File: src/rtl/cu_multicycle.sv
// Multi-cycle RV32I control unit: sequences FETCH/DECODE/EXEC/MEM/WB with ready-handshaked
// instruction and data memories, counts retired instructions and traps on illegal opcode or timeout.
module cu_multicycle #(
    parameter int TIMEOUT = 16,
    parameter int CNT_W   = 32
) (
    input  logic             clk,
    input  logic             rst_n,
    input  logic [6:0]       opcode,
    input  logic [2:0]       funct3,
    input  logic [6:0]       funct7,
    input  logic             ImReady,
    input  logic             DmReady,
    output logic             ImReq,
    output logic             IRWr,
    output logic             PCWr,
    output logic             RUWr,
    output logic [2:0]       ImmSrc,
    output logic             AluAsrc,
    output logic             AluBsrc,
    output logic [4:0]       BrOp,
    output logic [3:0]       AluOp,
    output logic             DmReq,
    output logic             DmWr,
    output logic [2:0]       DmCtrl,
    output logic [1:0]       RUDataWrSrc,
    output logic             Trap,
    output logic [CNT_W-1:0] InstRet
);

    localparam int WAIT_W = (TIMEOUT < 2) ? 1 : $clog2(TIMEOUT + 1);
    localparam logic [WAIT_W-1:0] WAIT_MAX = WAIT_W'(TIMEOUT);

    typedef enum logic [2:0] {
        S_FETCH  = 3'd0,
        S_DECODE = 3'd1,
        S_EXEC   = 3'd2,
        S_MEM    = 3'd3,
        S_WB     = 3'd4,
        S_TRAP   = 3'd5
    } state_t;

    state_t            r_state;
    logic [WAIT_W-1:0] r_wait;
    logic [CNT_W-1:0]  r_instret;

    logic w_r, w_i, w_ld, w_st, w_br, w_jal, w_jalr, w_lui, w_auipc;
    logic w_legal, w_dec_on, w_timeout, w_pcwr, w_unused;

    assign w_r     = (opcode == 7'b0110011);
    assign w_i     = (opcode == 7'b0010011);
    assign w_ld    = (opcode == 7'b0000011);
    assign w_st    = (opcode == 7'b0100011);
    assign w_br    = (opcode == 7'b1100011);
    assign w_jal   = (opcode == 7'b1101111);
    assign w_jalr  = (opcode == 7'b1100111);
    assign w_lui   = (opcode == 7'b0110111);
    assign w_auipc = (opcode == 7'b0010111);
    assign w_legal = |{w_r, w_i, w_ld, w_st, w_br, w_jal, w_jalr, w_lui, w_auipc};

    // Only funct7[5] distinguishes operations (SUB/SRA/SRAI); the rest of the field is don't-care.
    assign w_unused = ^{funct7[6], funct7[4:0]};

    assign w_dec_on  = (r_state == S_DECODE) || (r_state == S_EXEC) ||
                       (r_state == S_MEM)    || (r_state == S_WB);
    assign w_timeout = (TIMEOUT != 0) && (r_wait == WAIT_MAX);

    // Retirement happens on the last cycle of every instruction class.
    assign w_pcwr = ((r_state == S_EXEC) && w_br) ||
                    ((r_state == S_MEM) && w_st && DmReady) ||
                    (r_state == S_WB);

    always_ff @(posedge clk or negedge rst_n) begin
        if (!rst_n) begin
            r_state   <= S_FETCH;
            r_wait    <= '0;
            r_instret <= '0;
        end else begin
            if (w_pcwr)
                r_instret <= r_instret + CNT_W'(1);
            case (r_state)
                S_FETCH: begin
                    if (ImReady) begin
                        r_state <= S_DECODE;
                        r_wait  <= '0;
                    end else if (w_timeout) begin
                        r_state <= S_TRAP;
                        r_wait  <= '0;
                    end else begin
                        r_wait  <= r_wait + WAIT_W'(1);
                    end
                end
                S_DECODE: begin
                    r_wait  <= '0;
                    r_state <= w_legal ? S_EXEC : S_TRAP;
                end
                S_EXEC: begin
                    r_wait <= '0;
                    if (w_br)
                        r_state <= S_FETCH;
                    else if (w_ld || w_st)
                        r_state <= S_MEM;
                    else
                        r_state <= S_WB;
                end
                S_MEM: begin
                    if (DmReady) begin
                        r_state <= w_ld ? S_WB : S_FETCH;
                        r_wait  <= '0;
                    end else if (w_timeout) begin
                        r_state <= S_TRAP;
                        r_wait  <= '0;
                    end else begin
                        r_wait  <= r_wait + WAIT_W'(1);
                    end
                end
                S_WB: begin
                    r_wait  <= '0;
                    r_state <= S_FETCH;
                end
                S_TRAP: begin
                    r_wait  <= '0;
                    r_state <= S_TRAP;
                end
                default: begin
                    r_wait  <= '0;
                    r_state <= S_FETCH;
                end
            endcase
        end
    end

    always_comb begin
        ImReq       = 1'b0;
        IRWr        = 1'b0;
        RUWr        = 1'b0;
        DmReq       = 1'b0;
        DmWr        = 1'b0;
        Trap        = 1'b0;
        PCWr        = w_pcwr;
        ImmSrc      = 3'b000;
        AluAsrc     = 1'b0;
        AluBsrc     = 1'b0;
        BrOp        = 5'b00000;
        AluOp       = 4'b0000;
        DmCtrl      = 3'b000;
        RUDataWrSrc = 2'b00;

        case (r_state)
            S_FETCH: begin
                ImReq = rst_n;
                IRWr  = rst_n && ImReady;
            end
            S_MEM: begin
                DmReq = 1'b1;
                DmWr  = w_st;
            end
            S_WB:    RUWr = 1'b1;
            S_TRAP:  Trap = 1'b1;
            default: ;
        endcase

        if (w_dec_on) begin
            if (w_st)
                ImmSrc = 3'b001;
            else if (w_br)
                ImmSrc = 3'b101;
            else if (w_lui || w_auipc)
                ImmSrc = 3'b010;
            else if (w_jal)
                ImmSrc = 3'b110;

            AluAsrc = w_br || w_jal || w_auipc;
            AluBsrc = w_legal && !w_r;

            if (w_br)
                BrOp = {2'b01, funct3};
            else if (w_jal || w_jalr)
                BrOp = 5'b10000;

            // LUI uses 1111 (pass operand B) because its rs1 field holds immediate bits.
            if (w_r)
                AluOp = {funct7[5], funct3};
            else if (w_i)
                AluOp = {(funct3 == 3'b101) && funct7[5], funct3};
            else if (w_lui)
                AluOp = 4'b1111;

            if (w_ld || w_st)
                DmCtrl = funct3;

            if (w_ld)
                RUDataWrSrc = 2'b01;
            else if (w_jal || w_jalr)
                RUDataWrSrc = 2'b10;
        end
    end

    assign InstRet = r_instret;

endmodule

File: config.mk
export PLATFORM = sky130hd
export DESIGN_NAME = cu_multicycle
export DESIGN_NICKNAME = d
export VERILOG_FILES = /design/src/rtl/cu_multicycle.sv
export SDC_FILE = /design/constraint.sdc
export NUM_CORES = 1
export LEC_CHECK = 0
export ABC_AREA = 0
export CAP_MARGIN = 20
export CORE_ASPECT_RATIO = 0.9
export CORE_MARGIN = 1
export CORE_UTILIZATION = 50
export DETAILED_ROUTE_END_ITERATION = 12
export PLACE_DENSITY_LB_ADDON = 0.12
export SYNTH_ARGS = -nofsm -noshare
export SYNTH_HDL_FRONTEND = slang
export SYNTH_SLANG_ARGS = --single-unit
File: constraint.sdc
create_clock -name clk -period 4.4 [get_ports clk]
set_clock_uncertainty 0.15 [all_clocks]
set_input_delay 0.88 -clock clk [delete_from_list [all_inputs] [get_ports clk]]
set_output_delay 0.88 -clock clk [all_outputs]
set_load 0.02 [all_outputs]
==> impl_metrics.csv, run 1 <==
group,metric,value,unit
outcome,status,"completed",
pwr,power_density,195.5,nW/um2
synth,synth.area.mux_share,0.008799,
global_route,grt_pass1_wl,8928,um
placement,port_buffers,72,
global_route,grt-ovfl-total,0,
synth,syn_nets,276,
final_layout,final_common_cell,"clkdlybuf4s50_1",
final_layout,fin_nets,353,
critical_path,worstRegToRegCells,5,
final_layout,drive_above_1_share,0.07903,
critical_path,cp_max_fo,8,
clock_tree,postCtsSetupRepairBufs,0,
synth,synthAdderAreaFrac,0.01553,
placement,place_area,3202,um2
synth,yosysWarningCount,0,
synth,syn_avg_cell_area,9.593,um2
critical_path,cp-start-kind,"input port",
timing,final_max_slew_viol_count,0,
clock_tree,cts_root_buf,"clkbuf_8",
global_route,grt_pass1_vias,1937,
route,drc,0,
synth,synth_area_leaders,"dfrtp_1, xnor2_1, nand3_1",
critical_path,path_cells,"clkdlybuf4s50_1 -> nand4bb_1 -> or3_1 -> nor2_1 -> and2_1 -> clkdlybuf4s50_1",
clock_tree,hold_buffers,0,
critical_path,crit_type,"in -> out",
clock_tree,cts_tree,"yes",
critical_path,crit_buf_inv,2,
die,core,4547,um2
global_route,antenna_found_initial,0,
synth,yosysTopAreaCell,"dfrtp_1",
die,ioPinCount,79,
worst_hold_path,min-delay-start,"InstRet[31]",
route,vias,2108,
route,ant_nets,0,
timing,period_minus_slack,4.055,ns
synth,async_flop_share,1.000,
global_route,grtUsageTotal,0.2326,
final_layout,stdcell_area,3283,um2
final_layout,layout_common_cells,"clkdlybuf4s50_1, dfrtp_1, xnor2_1",
critical_path,crit_required,3.37,ns
critical_path,slowest_stage,"clkdlybuf4s50_1",
synth,synth.distinct_cells,47,
synth,synth_seq_area_share,0.4141,
synth,synth_top_family_by_area,"simple AND/OR/NAND/NOR gates",
synth,synth_area,2417,um2
timing,fmax,246.6,MHz
synth,synth-edff-count,0,
final_layout,multi_input_area,1325,um2
final_layout,area_growth,35.82,%
placement,dp_cells,384,
timing,rsz0062_at_grt,"no",
clock_tree,clockBufferDepth,2,
route,drt-total-wl,5522,um
clock_tree,cts_sinks,40,
timing,relSlewSlack,0.4761,
synth,synth_cells,252,
placement,dp_hpwl,4004,um
clock_tree,clock_latency,0.29,ns
die,start_util,0.5316,
critical_path,critPathMaxStageDelay,0.60,ns
die,dieArea,5117,um2
route,avgRoutedWirePerCell,14.12,um
die,std_cell_rows,23,
global_route,grt_max_degree,41,
worst_hold_path,hold_depth,1,
timing,hold_viol,0,
synth,synth_top_flop_cell,"dfrtp_1",
die,die_h,67.97,um
timing,period_share,0.9217,
clock_tree,clkTransAtPathRegs,0.08,ns
synth,synthSimpleGateAreaFrac,0.3370,
job,maxCapViolCount,0,
clock_tree,ctsResizeCount,0,
synth,synth_top_area_frac,0.4141,
critical_path,cp_top_family,"buffers and inverters",
worst_hold_path,hp-class,"reg -> reg",
placement,dp_slack,0.3340,ns
final_layout,fin_cells,391,
critical_path,endpoint_kind,"output port",
final_layout,n_fill_cell,404,
synth,synthXorXnorAreaFrac,0.1377,
timing,hold_ws,0.3362,ns
timing,worst_pin_slew,0.7799,ns
die,die_width,75.29,um
pwr,leakagePower,1.360,nW
pwr,ir_drop,0.2429,mV
timing,final.setup.worst_slack,0.3447,ns
critical_path,cp_common_cell,"clkdlybuf4s50_1",
route,drt-initial-drc-count,180,
timing,setup_tns,0,ns
clock_tree,h-tree-depth,2,
final_layout,diodes,0,
final_layout,seq_area,1001,um2
synth,synth_compound_area_frac,0.04917,
synth,yosys_register_bits,40,
clock_tree,cts_made_buffers,5,
route,drt_pass1_iterations,5,
critical_path,r2r-start,"r_state[0]",
timing,finalSetupViolCount,0,
critical_path,reg2reg_to,"InstRet[1]",
placement,gp_congestion,0.7835,
worst_hold_path,holdPathEnd,"InstRet[31]",
critical_path,ff2ff_setup_slack,2.10,ns
critical_path,arrival,3.03,ns
route,vias_per_cell,5.391,
-- layout make-up --
cell class,count,area share
multi-input combinational,196,0.4036
sequential,40,0.3049
timing repair buffer,80,0.2363
tap,62,0.02363
clock buffer,5,0.02096
inverter,6,0.006860
clock inverter,2,0.003811
-- per-stage QoR --
stage / util / power (mW)
global placement: 0.7042 / 0.4125
finish: 0.7221 / 0.6420
floorplan: - / 0.3844
global route: 0.7221 / 0.6674
detailed placement: 0.7042 / 0.4129
CTS: 0.7221 / 0.6488
-- worst register-to-register path: cells and delay by family (launching register included) --
kind | cells | cell delay [ns]
AOI/OAI and AO/OA | 1 | 0.36
DFF | 1 | 0.55
buffers and inverters | 1 | 0.30
muxes | 1 | 0.38
and+or+nand+nor | 2 | 0.46
-- synthesized netlist by cell type (3+ instances only) --
| master | count |
|---|---|
| dfrtp_1 | 40 |
| xnor2_1 | 28 |
| nand3_1 | 23 |
| nor2_1 | 18 |
| nand2_1 | 15 |
| nand4_1 | 14 |
| and2_1 | 13 |
| and3_1 | 12 |
| nor3_1 | 10 |
| xor2_1 | 10 |
| nand2b_1 | 7 |
| inv_1 | 6 |
| a21oi_1 | 4 |
| buf_2 | 4 |
| ha_1 | 3 |
| nand4b_1 | 3 |
| or2_2 | 3 |
| or3_1 | 3 |
-- power breakdown --
part	internal, mW	switching [mW]	leakage [nW]
sequential	0.367	0.0000657	0.549
clock	0.107	0.129	0.0400
combinational	0.0178	0.0199	0.772
-- kinds of logic after synthesis --
kind of cell               Yosys count
and+or+nand+nor                    138
DFF                                 40
xor gates and xnor gates            38
buffers and inverters               16
AOI/OAI and AO/OA                   15
adders and majority gates            3
muxes                                2
-- flip-flops by register name (all words and copies together) (netlist names) --
| signal | count |
|---|---|
| InstRet | 32 |
| r_wait | 5 |
| r_state | 3 |
-- worst max-delay path by stage --
| stage | start | end | slack (ns) | cells after the start |
|---|---|---|---|---|
| 2_1_floorplan | opcode[6] | ImmSrc[1] | 1.10 | 5 |
| 3_3_place_gp | opcode[2] | DmCtrl[2] | 0.36 | 6 |
| 3_5_place_dp | opcode[2] | DmCtrl[2] | 0.33 | 6 |
| 4_1_cts | opcode[2] | DmCtrl[2] | 0.33 | 6 |
| 5_1_grt | opcode[2] | DmCtrl[1] | 0.19 | 6 |
| 6_report | opcode[2] | DmCtrl[2] | 0.34 | 6 |
-- metal layers --
layer,GRT usage,wire length (um)
met5,0,0
met1,0.3164,2721
met3,0.05007,229
met2,0.3750,2541
met4,0.06250,29
Power figures use the tool's default switching activity.
==> run 2, diff against run 1 <==
Settings changed: PLACE_DENSITY_LB_ADDON 0.12 to 0.3, REMOVE_ABC_BUFFERS set to 1.
==> run 2 against run 1 <==
Compared with the run above: core utilization grew 1.0 points; non-clock buffer count is 1 higher; fmax down 0.82%; largest cell class unchanged; sequential power about the same; clock-buffer cell count increased by 1; largest power group unchanged; routed wire length grew 4.0%; first-iteration DRC count decreased by 32%; global-route usage grew 1.1 points; via count rose by 0.66%; critical path depth unchanged; setup slack got worse by 0.033 ns; final cell count grew 0.51%.
==> impl_metrics.csv, run 2 (synthesized netlist as in run 1, its figures left out) <==
group,metric,value,unit
clock_tree,clkTransAtPathRegs,0.08,ns
route,drt-total-wl,5742,um
clock_tree,h-tree-depth,2,
timing,fmax,244.6,MHz
critical_path,arrival,3.06,ns
route,drt-initial-drc-count,122,
critical_path,endpoint_kind,"output port",
pwr,power_density,218.3,nW/um2
route,avgRoutedWirePerCell,14.61,um
critical_path,critPathMaxStageDelay,0.60,ns
timing,hold_viol,0,
timing,rsz0062_at_grt,"no",
timing,period_minus_slack,4.089,ns
global_route,grt.met2_usage,0.3850,
global_route,grt-ovfl-total,0,
global_route,gr-usage-met1,0.3275,
critical_path,ff2ff_setup_slack,2.06,ns
critical_path,path_cells,"clkdlybuf4s50_1 -> nand4bb_1 -> or3_1 -> nor2_1 -> and2_1 -> clkdlybuf4s50_1",
clock_tree,cts_root_buf,"clkbuf_8",
clock_tree,cts_tree,"yes",
critical_path,cp_top_family,"buffers and inverters",
worst_hold_path,hp-class,"reg -> reg",
placement,port_buffers,72,
outcome,status,"completed",
timing,worst_pin_slew,0.7652,ns
die,core,4547,um2
die,dieArea,5117,um2
job,maxCapViolCount,0,
route,ant_nets,0,
global_route,grt_pass1_vias,2000,
final_layout,n_fill_cell,358,
global_route,grt_pass1_wl,9384,um
final_layout,largest_reg_flops,32,
route,vias,2122,
timing,setup_tns,0,ns
critical_path,crit_buf_inv,2,
placement,gp_congestion,0.8033,
critical_path,cp-start-kind,"input port",
critical_path,cp_max_fo,6,
die,start_util,0.5316,
final_layout,final_common_cell,"clkdlybuf4s50_1",
global_route,antenna_found_initial,0,
route,vias_per_cell,5.399,
final_layout,seq_area,1001,um2
route,drc,0,
clock_tree,postCtsSetupRepairBufs,0,
timing,relSlewSlack,0.4852,
timing,hold_ws,0.3286,ns
final_layout,diodes,0,
global_route,grtUsageTotal,0.2441,
critical_path,crit_required,3.37,ns
final_layout,fin_nets,354,
clock_tree,clock_latency,0.30,ns
timing,period_share,0.9292,
clock_tree,cts_sinks,40,
critical_path,crit_type,"in -> out",
final_layout,layout_common_cells,"clkdlybuf4s50_1, dfrtp_1, xnor2_1",
route,drt_pass1_iterations,4,
placement,dp_cells,385,
final_layout,multi_input_area,1325,um2
critical_path,slowest_stage,"clkdlybuf4s50_1",
clock_tree,clockBufferDepth,2,
placement,dp_hpwl,4155,um
pwr,leakagePower,1.387,nW
die,std_cell_rows,23,
global_route,grtUsageMet3,0.04713,
timing,finalSetupViolCount,0,
clock_tree,ctsResizeCount,0,
pwr,ir_drop,0.1428,mV
global_route,top_usage_layer,"met2",
global_route,grt_max_degree,41,
critical_path,cp_common_cell,"clkdlybuf4s50_1",
final_layout,drive_above_1_share,0.08459,
die,die_width,75.29,um
final_layout,fin_cells,393,
die,die_h,67.97,um
clock_tree,hold_buffers,0,
die,ioPinCount,79,
final_layout,area_growth,37.78,%
timing,final_max_slew_viol_count,0,
clock_tree,cts_made_buffers,5,
run 2: path summary, 6_finish.rpt:
| path | from | endpoint | cells past startpoint |
|---|---|---|---|
| worst max-delay path | opcode[1] | DmCtrl[0] | 6 |
| worst min-delay path | InstRet[31] | InstRet[31] | 1 |
| worst max register to register | r_state[0] | InstRet[17] | 6 |
| worst min register to register | InstRet[31] | InstRet[31] | 1 |
| max in group asynchronous | rst_n | InstRet[0] | 2 |
| min in group asynchronous | rst_n | r_state[0] | 2 |
run 2: per-layer routing:
metal  up-vias  share of wire
li1       1040              -
met1      1014           0.47
met2        59           0.48
met5         -              0
met4         0          0.015
met3         9          0.041
run 2: report_power, final:
part / switching [mW] / leakage, nW / internal [mW]
combinational: 0.0205 / 0.777 / 0.0187
clock: 0.135 / 0.0614 / 0.185
sequential: 0.0000706 / 0.549 / 0.367
run 2: layout make-up:
cell class / count / share of cell area
Multi-Input combinational cell: 196 / 0.3978
Timing Repair Buffer: 81 / 0.2352
Tap cell: 62 / 0.02329
Clock buffer: 6 / 0.02479
Sequential cell: 40 / 0.3005
Clock inverter: 2 / 0.01165
Inverter: 6 / 0.006762
run 2: worst reg2reg max path, cell delays in order, from the launching register on:
cell	delay [ns]
dfrtp_1	0.57
nand2b_1	0.27
a2111oi_4	0.37
or2_1	0.18
buf_4	0.30
and4b_1	0.27
xor2_1	0.16
run 2: metrics by stage:
step / util / setup slack (ns) / area (um2) / total power, mW
global route: 0.7325 / 0.1664 / 3331 / 0.7538
floorplan: - / 1.121 / 2349 / 0.3833
detailed placement: 0.7058 / 0.3263 / 3209 / 0.4141
global placement: 0.7058 / 0.3368 / 3209 / 0.4134
CTS: 0.7325 / 0.3256 / 3331 / 0.7344
finish: 0.7325 / 0.3114 / 3331 / 0.7270
